`src/rtl/hazard_scheduler.sv`:
```
// Hazard and sequencing controller for a five-stage core with branches resolved in ID.
// Tracks destination tags of EX/MEM/WB and drives stall, flush, forwarding and dmem_req.
module hazard_scheduler #(
    parameter int RFIDX_WIDTH = 5,
    parameter int CNT_WIDTH   = 16
) (
    input  logic                   clk,
    input  logic                   reset,
    input  logic                   id_valid,
    input  logic [RFIDX_WIDTH-1:0] id_rs1,
    input  logic [RFIDX_WIDTH-1:0] id_rs2,
    input  logic                   id_use_rs1,
    input  logic                   id_use_rs2,
    input  logic [RFIDX_WIDTH-1:0] id_rd,
    input  logic                   id_regwrite,
    input  logic                   id_memtoreg,
    input  logic                   id_memwrite,
    input  logic                   id_branch,
    input  logic                   id_pcsrc,
    input  logic                   dmem_ready,
    output logic                   stall_f,
    output logic                   stall_d,
    output logic                   stall_e,
    output logic                   stall_m,
    output logic                   flush_d,
    output logic                   flush_e,
    output logic                   flush_w,
    output logic [1:0]             fwd_id_a,
    output logic [1:0]             fwd_id_b,
    output logic [1:0]             fwd_ex_a,
    output logic [1:0]             fwd_ex_b,
    output logic                   dmem_req,
    output logic [CNT_WIDTH-1:0]   stall_cycles
);

    localparam logic [1:0] FWD_NONE = 2'b00;
    localparam logic [1:0] FWD_MEM  = 2'b01;
    localparam logic [1:0] FWD_WB   = 2'b10;

    // Shadow pipeline
    logic                   ex_valid;
    logic [RFIDX_WIDTH-1:0] ex_rd;
    logic [RFIDX_WIDTH-1:0] ex_rs1;
    logic [RFIDX_WIDTH-1:0] ex_rs2;
    logic                   ex_rw;
    logic                   ex_ld;
    logic                   ex_st;

    logic                   mem_valid;
    logic [RFIDX_WIDTH-1:0] mem_rd;
    logic                   mem_rw;
    logic                   mem_ld;
    logic                   mem_st;

    logic                   wb_valid;
    logic [RFIDX_WIDTH-1:0] wb_rd;
    logic                   wb_rw;

    // A stage produces a usable value for src; x0 is never a real destination.
    function automatic logic writer_hit(
        input logic                   valid,
        input logic                   rw,
        input logic [RFIDX_WIDTH-1:0] rd,
        input logic [RFIDX_WIDTH-1:0] src
    );
        return valid && rw && (rd == src) && (rd != '0);
    endfunction

    function automatic logic [1:0] fwd_sel(
        input logic mem_hit,
        input logic wb_hit
    );
        logic [1:0] sel;
        sel = FWD_NONE;
        if (mem_hit) begin
            sel = FWD_MEM;
        end else if (wb_hit) begin
            sel = FWD_WB;
        end
        return sel;
    endfunction

    logic use_a;
    logic use_b;
    logic ex_hit_a;
    logic ex_hit_b;
    logic mem_hit_a;
    logic mem_hit_b;
    logic ex_dep;
    logic mem_ld_dep;

    assign use_a     = id_valid && id_use_rs1;
    assign use_b     = id_valid && id_use_rs2;
    assign ex_hit_a  = writer_hit(ex_valid, ex_rw, ex_rd, id_rs1);
    assign ex_hit_b  = writer_hit(ex_valid, ex_rw, ex_rd, id_rs2);
    assign mem_hit_a = writer_hit(mem_valid, mem_rw, mem_rd, id_rs1);
    assign mem_hit_b = writer_hit(mem_valid, mem_rw, mem_rd, id_rs2);

    assign ex_dep     = (use_a && ex_hit_a) || (use_b && ex_hit_b);
    assign mem_ld_dep = mem_ld && ((use_a && mem_hit_a) || (use_b && mem_hit_b));

    // Hazard decisions in strict priority: memory wait, load-use, branch-data, redirect.
    logic mem_busy;
    logic mem_wait;
    logic load_use;
    logic branch_data;
    logic bubble;
    logic redirect;

    assign mem_busy    = mem_valid && (mem_ld || mem_st);
    assign mem_wait    = mem_busy && !dmem_ready;
    assign load_use    = !mem_wait && ex_ld && ex_dep;
    assign branch_data = !mem_wait && !load_use && id_valid && id_branch && (ex_dep || mem_ld_dep);
    assign bubble      = load_use || branch_data;
    assign redirect    = !mem_wait && !bubble && id_valid && id_pcsrc;

    // Forwarding candidates; a load in MEM has no result yet, so only WB can supply it.
    logic mem_fwd_id_a;
    logic mem_fwd_id_b;
    logic mem_fwd_ex_a;
    logic mem_fwd_ex_b;
    logic wb_fwd_id_a;
    logic wb_fwd_id_b;
    logic wb_fwd_ex_a;
    logic wb_fwd_ex_b;

    assign mem_fwd_id_a = mem_hit_a && !mem_ld;
    assign mem_fwd_id_b = mem_hit_b && !mem_ld;
    assign mem_fwd_ex_a = writer_hit(mem_valid, mem_rw, mem_rd, ex_rs1) && !mem_ld;
    assign mem_fwd_ex_b = writer_hit(mem_valid, mem_rw, mem_rd, ex_rs2) && !mem_ld;
    assign wb_fwd_id_a  = writer_hit(wb_valid, wb_rw, wb_rd, id_rs1);
    assign wb_fwd_id_b  = writer_hit(wb_valid, wb_rw, wb_rd, id_rs2);
    assign wb_fwd_ex_a  = writer_hit(wb_valid, wb_rw, wb_rd, ex_rs1);
    assign wb_fwd_ex_b  = writer_hit(wb_valid, wb_rw, wb_rd, ex_rs2);

    // Outputs are forced quiet while reset is asserted, even if ID inputs are live.
    logic run;
    assign run = reset;

    always_comb begin
        stall_f  = run && (mem_wait || bubble);
        stall_d  = run && (mem_wait || bubble);
        stall_e  = run && mem_wait;
        stall_m  = run && mem_wait;
        flush_d  = run && redirect;
        flush_e  = run && bubble;
        flush_w  = run && mem_wait;
        dmem_req = run && mem_busy;
        fwd_id_a = FWD_NONE;
        fwd_id_b = FWD_NONE;
        fwd_ex_a = FWD_NONE;
        fwd_ex_b = FWD_NONE;
        if (run) begin
            fwd_id_a = fwd_sel(mem_fwd_id_a, wb_fwd_id_a);
            fwd_id_b = fwd_sel(mem_fwd_id_b, wb_fwd_id_b);
            fwd_ex_a = fwd_sel(mem_fwd_ex_a, wb_fwd_ex_a);
            fwd_ex_b = fwd_sel(mem_fwd_ex_b, wb_fwd_ex_b);
        end
    end

    always_ff @(posedge clk or negedge reset) begin
        if (!reset) begin
            ex_valid  <= 1'b0;
            ex_rd     <= '0;
            ex_rs1    <= '0;
            ex_rs2    <= '0;
            ex_rw     <= 1'b0;
            ex_ld     <= 1'b0;
            ex_st     <= 1'b0;
            mem_valid <= 1'b0;
            mem_rd    <= '0;
            mem_rw    <= 1'b0;
            mem_ld    <= 1'b0;
            mem_st    <= 1'b0;
            wb_valid  <= 1'b0;
            wb_rd     <= '0;
            wb_rw     <= 1'b0;
        end else if (mem_wait) begin
            // EX and MEM freeze; the WB slot drains as a bubble.
            wb_valid <= 1'b0;
        end else begin
            wb_valid  <= mem_valid;
            wb_rd     <= mem_rd;
            wb_rw     <= mem_rw;
            mem_valid <= ex_valid;
            mem_rd    <= ex_rd;
            mem_rw    <= ex_rw;
            mem_ld    <= ex_ld;
            mem_st    <= ex_st;
            if (bubble) begin
                ex_valid <= 1'b0;
            end else begin
                ex_valid <= id_valid;
                ex_rd    <= id_rd;
                ex_rs1   <= id_rs1;
                ex_rs2   <= id_rs2;
                ex_rw    <= id_regwrite;
                ex_ld    <= id_memtoreg;
                ex_st    <= id_memwrite;
            end
        end
    end

    always_ff @(posedge clk or negedge reset) begin
        if (!reset) begin
            stall_cycles <= '0;
        end else if (stall_d && !(&stall_cycles)) begin
            stall_cycles <= stall_cycles + CNT_WIDTH'(1);
        end
    end

endmodule

```
`config.mk`:
```
export PLATFORM = sky130hd
export DESIGN_NAME = hazard_scheduler
export DESIGN_NICKNAME = d
export VERILOG_FILES = /design/src/rtl/hazard_scheduler.sv
export SDC_FILE = /design/constraint.sdc
export NUM_CORES = 1
export LEC_CHECK = 0
export BUFFER_PORTS_ARGS = -buffer_cell sky130_fd_sc_hd__buf_2
export CELL_PAD_IN_SITES_DETAIL_PLACEMENT = 0
export CELL_PAD_IN_SITES_GLOBAL_PLACEMENT = 2
export CORE_MARGIN = 4
export CORE_UTILIZATION = 35
export DETAILED_ROUTE_END_ITERATION = 16
export PLACE_DENSITY = 0.88
export SYNTH_ARGS = -nofsm -noshare
export SYNTH_HDL_FRONTEND = slang
export SYNTH_SLANG_ARGS = --single-unit
export TNS_END_PERCENT = 20
```
`constraint.sdc`:
```
create_clock -name clk -period 4.2 [get_ports clk]
set_input_delay 1.26 -clock clk [delete_from_list [all_inputs] [get_ports clk]]
set_output_delay 1.26 -clock clk [all_outputs]
set_load 0.005 [all_outputs]
```
==> run_results.csv <==
group,metric,value,unit
synth,async_flop_share,100,%
synth,synth_common_cells,"51 x dfrtp_1, 41 x xnor2_1, 22 x xor2_1, 20 x mux2_2",
finish,seq_area,0.00128,mm²
place,port_buffers,57,
worst_setup_path,start_kind,"input port",
clock_network,clk_latency,0.30,ns
synth,netlist_instances,268,
finish,fillCellCount,809,
synth,synth.distinct_cells,34,
synth,syn-num-nets,295,
clock_network,h-tree-depth,2,
worst_hold_path,hp-class,"flip-flop to flip-flop",
clock_network,cts_resized,0,
clock_network,postCtsHoldBufs,0,
worst_hold_path,min_delay_path_depth,1,
worst_setup_path,r2r_end,"stall_cycles[11]",
global_route,grt_overflow_total,0,
die,core_area,0.00822,mm²
die,die_w,100,µm
worst_setup_path,r2r_cells,8,
worst_setup_path,reg2reg_from,"stall_cycles[0]",
routing,drtPass1Iterations,4,
synth,yosysWarnings,0,
sta,slew_violations,0,
clock_network,clockBufferDepth,2,
finish,num_antenna_cells,0,
routing,vias_per_cell,5.02,
place,finalWeightedCongestion,0.832,
clock_network,numCtsBuffers,5,
routing,routed_wl,6860,µm
routing,drcViolationCount,0,
worst_setup_path,reg2reg_slack,1.58,ns
synth,synth_most_common_cell,"dfrtp_1",
global_route,track_usage,14.1,%
global_route,grt_first_pass_wirelength,11300,µm
routing,drtIter0Drc,75,
die,rows,33,
sta,rsz0062_at_grt,"false",
clock_network,cts.clk_slew.worst_paths,0.09,ns
worst_setup_path,end_kind,"output port",
sta,setup-tns-final,0,ns
finish,drive_above_1_share,34.2,%
sta,whs,0.498,ns
power_and_ir_drop,p_total,1.72,mW
sta,fin_crit,3.80,ns
place,post-dp-hpwl,5140,µm
flow_run,max_cap_viol_count,0,
run_status,status,"complete, no violations",
synth,synthFlopType,"dfrtp_1",
die,io_pins,58,
sta,hold_violations,0,
die,die_y,100,µm
finish,multiInputGateArea,0.00156,mm²
synth,syn_area,0.00297,mm²
finish,final_nets,343,
worst_setup_path,cp_max_fo,4,
routing,ant_nets,0,
worst_setup_path,crit_arrival,2.54,ns
synth,synth_top_area_cell,"dfrtp_1",
sta,fin_skew,0.00805,ns
worst_hold_path,min_to,"stall_cycles[11]",
synth,synth_area_leaders,"dfrtp_1 43%, xnor2_1 12%, mux2_2 7.6%, mux2_4 7.6%, xor2_1 6.5%",
sta,slew_headroom,49.8,%
die,die-area,0.0100,mm²
power_and_ir_drop,powerDensity,504,mW/mm²
synth,synth_seq_cells,51,
global_route,grt_pass1_vias,2250,
synth,yosysSeqAreaShare,43.0,%
sta,worstMarginPinSlew,0.743,ns
clock_network,cts_root_buf,"clkbuf_8",
synth,yosysTopAreaCellShare,43.0,%
global_route,grt_max_degree,49,
synth,synth-edff-count,0,
routing,avgRoutedWirePerCell,16.3,µm
sta,setup_viol,0,
clock_network,clock_sinks,51,
synth,syn_avg_cell_area,11.1,µm²
die,start_util,36.1,%
worst_setup_path,crit_required,2.94,ns
power_and_ir_drop,p_leak,1.53,nW
sta,min_period_over_period,90.4,%
clock_network,cts_setup_buffers,0,
routing,dr_total_vias,2115,
global_route,antenna_found_initial,0,
power_and_ir_drop,ir_worst_vdd,0.304,mV
clock_network,cts_tree,"done",
worst_setup_path,startpoint,"reset",
sta,fmax,263,MHz
worst_setup_path,criticalPathCategory,"input port to output port",
worst_hold_path,worstHoldStart,"stall_cycles[11]",
finish,area_delta_synth_final,14.7,%
[cell type report]
type | instances | share of cell area, %
clock inverter | 1 | 0.883
sequential | 51 | 37.5
timing repair buffer | 62 | 9.49
multi-input combinational | 193 | 45.8
tap | 105 | 3.86
clock buffer | 6 | 2.13
inverter | 3 | 0.331
[sequential cells by signal, indices dropped and copies added (netlist names)]
name,flops
ex_ld,1
ex_rd,5
ex_rs1,5
ex_rs2,5
ex_rw,1
ex_st,1
ex_valid,1
mem_ld,1
mem_rd,5
mem_rw,1
mem_st,1
mem_valid,1
stall_cycles,16
wb_rd,5
wb_rw,1
wb_valid,1
[layer usage]
layer | up-vias | GRT usage [%] | share of wire [%]
met2 | 64 | 22.1 | 45
met1 | 1026 | 19.7 | 48
met3 | 9 | 3.34 | 6.4
li1 | 1016 | - | -
met5 | - | 0 | 0
met4 | 0 | 3.73 | 1.2
[report_power, final]
group	internal (mW)	switching, mW
sequential	0.614	0.210
combinational	0.328	0.235
clock	0.175	0.154
[cell families (layout without fill, tap and decap cells)]
kind of cell / after synthesis / in the layout / share of synthesized area, %
compound gates: 11 / 11 / 2.49
buf+inv: 24 / 72 / 4.43
fa+ha+maj: 1 / 1 / 0.422
mux: 35 / 35 / 15.2
xor+xnor: 63 / 63 / 18.6
simple gates: 83 / 83 / 15.8
flops: 51 / 51 / 43.0
[how the worst max path moves through the flow]
stage | to | slack [ns]
detailed placement | fwd_ex_a[1] | 0.37
finish | fwd_ex_a[1] | 0.40
floorplan | fwd_ex_a[1] | 0.51
global placement | fwd_ex_a[1] | 0.38
CTS | fwd_ex_a[1] | 0.37
global route | fwd_ex_a[1] | 0.29
[metrics by stage]
stage	util (%)	instance area (µm²)	setup slack [ns]	instances
finish	41.4	3400	0.404	421
global route	41.4	3400	0.292	421
CTS	41.4	3400	0.374	421
detailed placement	40.2	3300	0.374	414
global placement	40.2	3300	0.375	414
floorplan	-	2970	0.512	268
[worst max-delay path, cell delays in order]
cell,delay [ns]
buf_2,0.10
o2111ai_1,0.25
or4_1,0.58
nor4_1,0.17
buf_2,0.16
[placed cells by master (no fill, tap or decap), drive strengths merged, types with 8 or more instances in the layout]
master and n:
nor3 10, dfrtp 51, xnor2 41, xor2 22, mux2 35, buf 62, nand4 11, nand3 15
and3 8, nand2 10, nor2 10
Power figures use the tool's default switching activity.
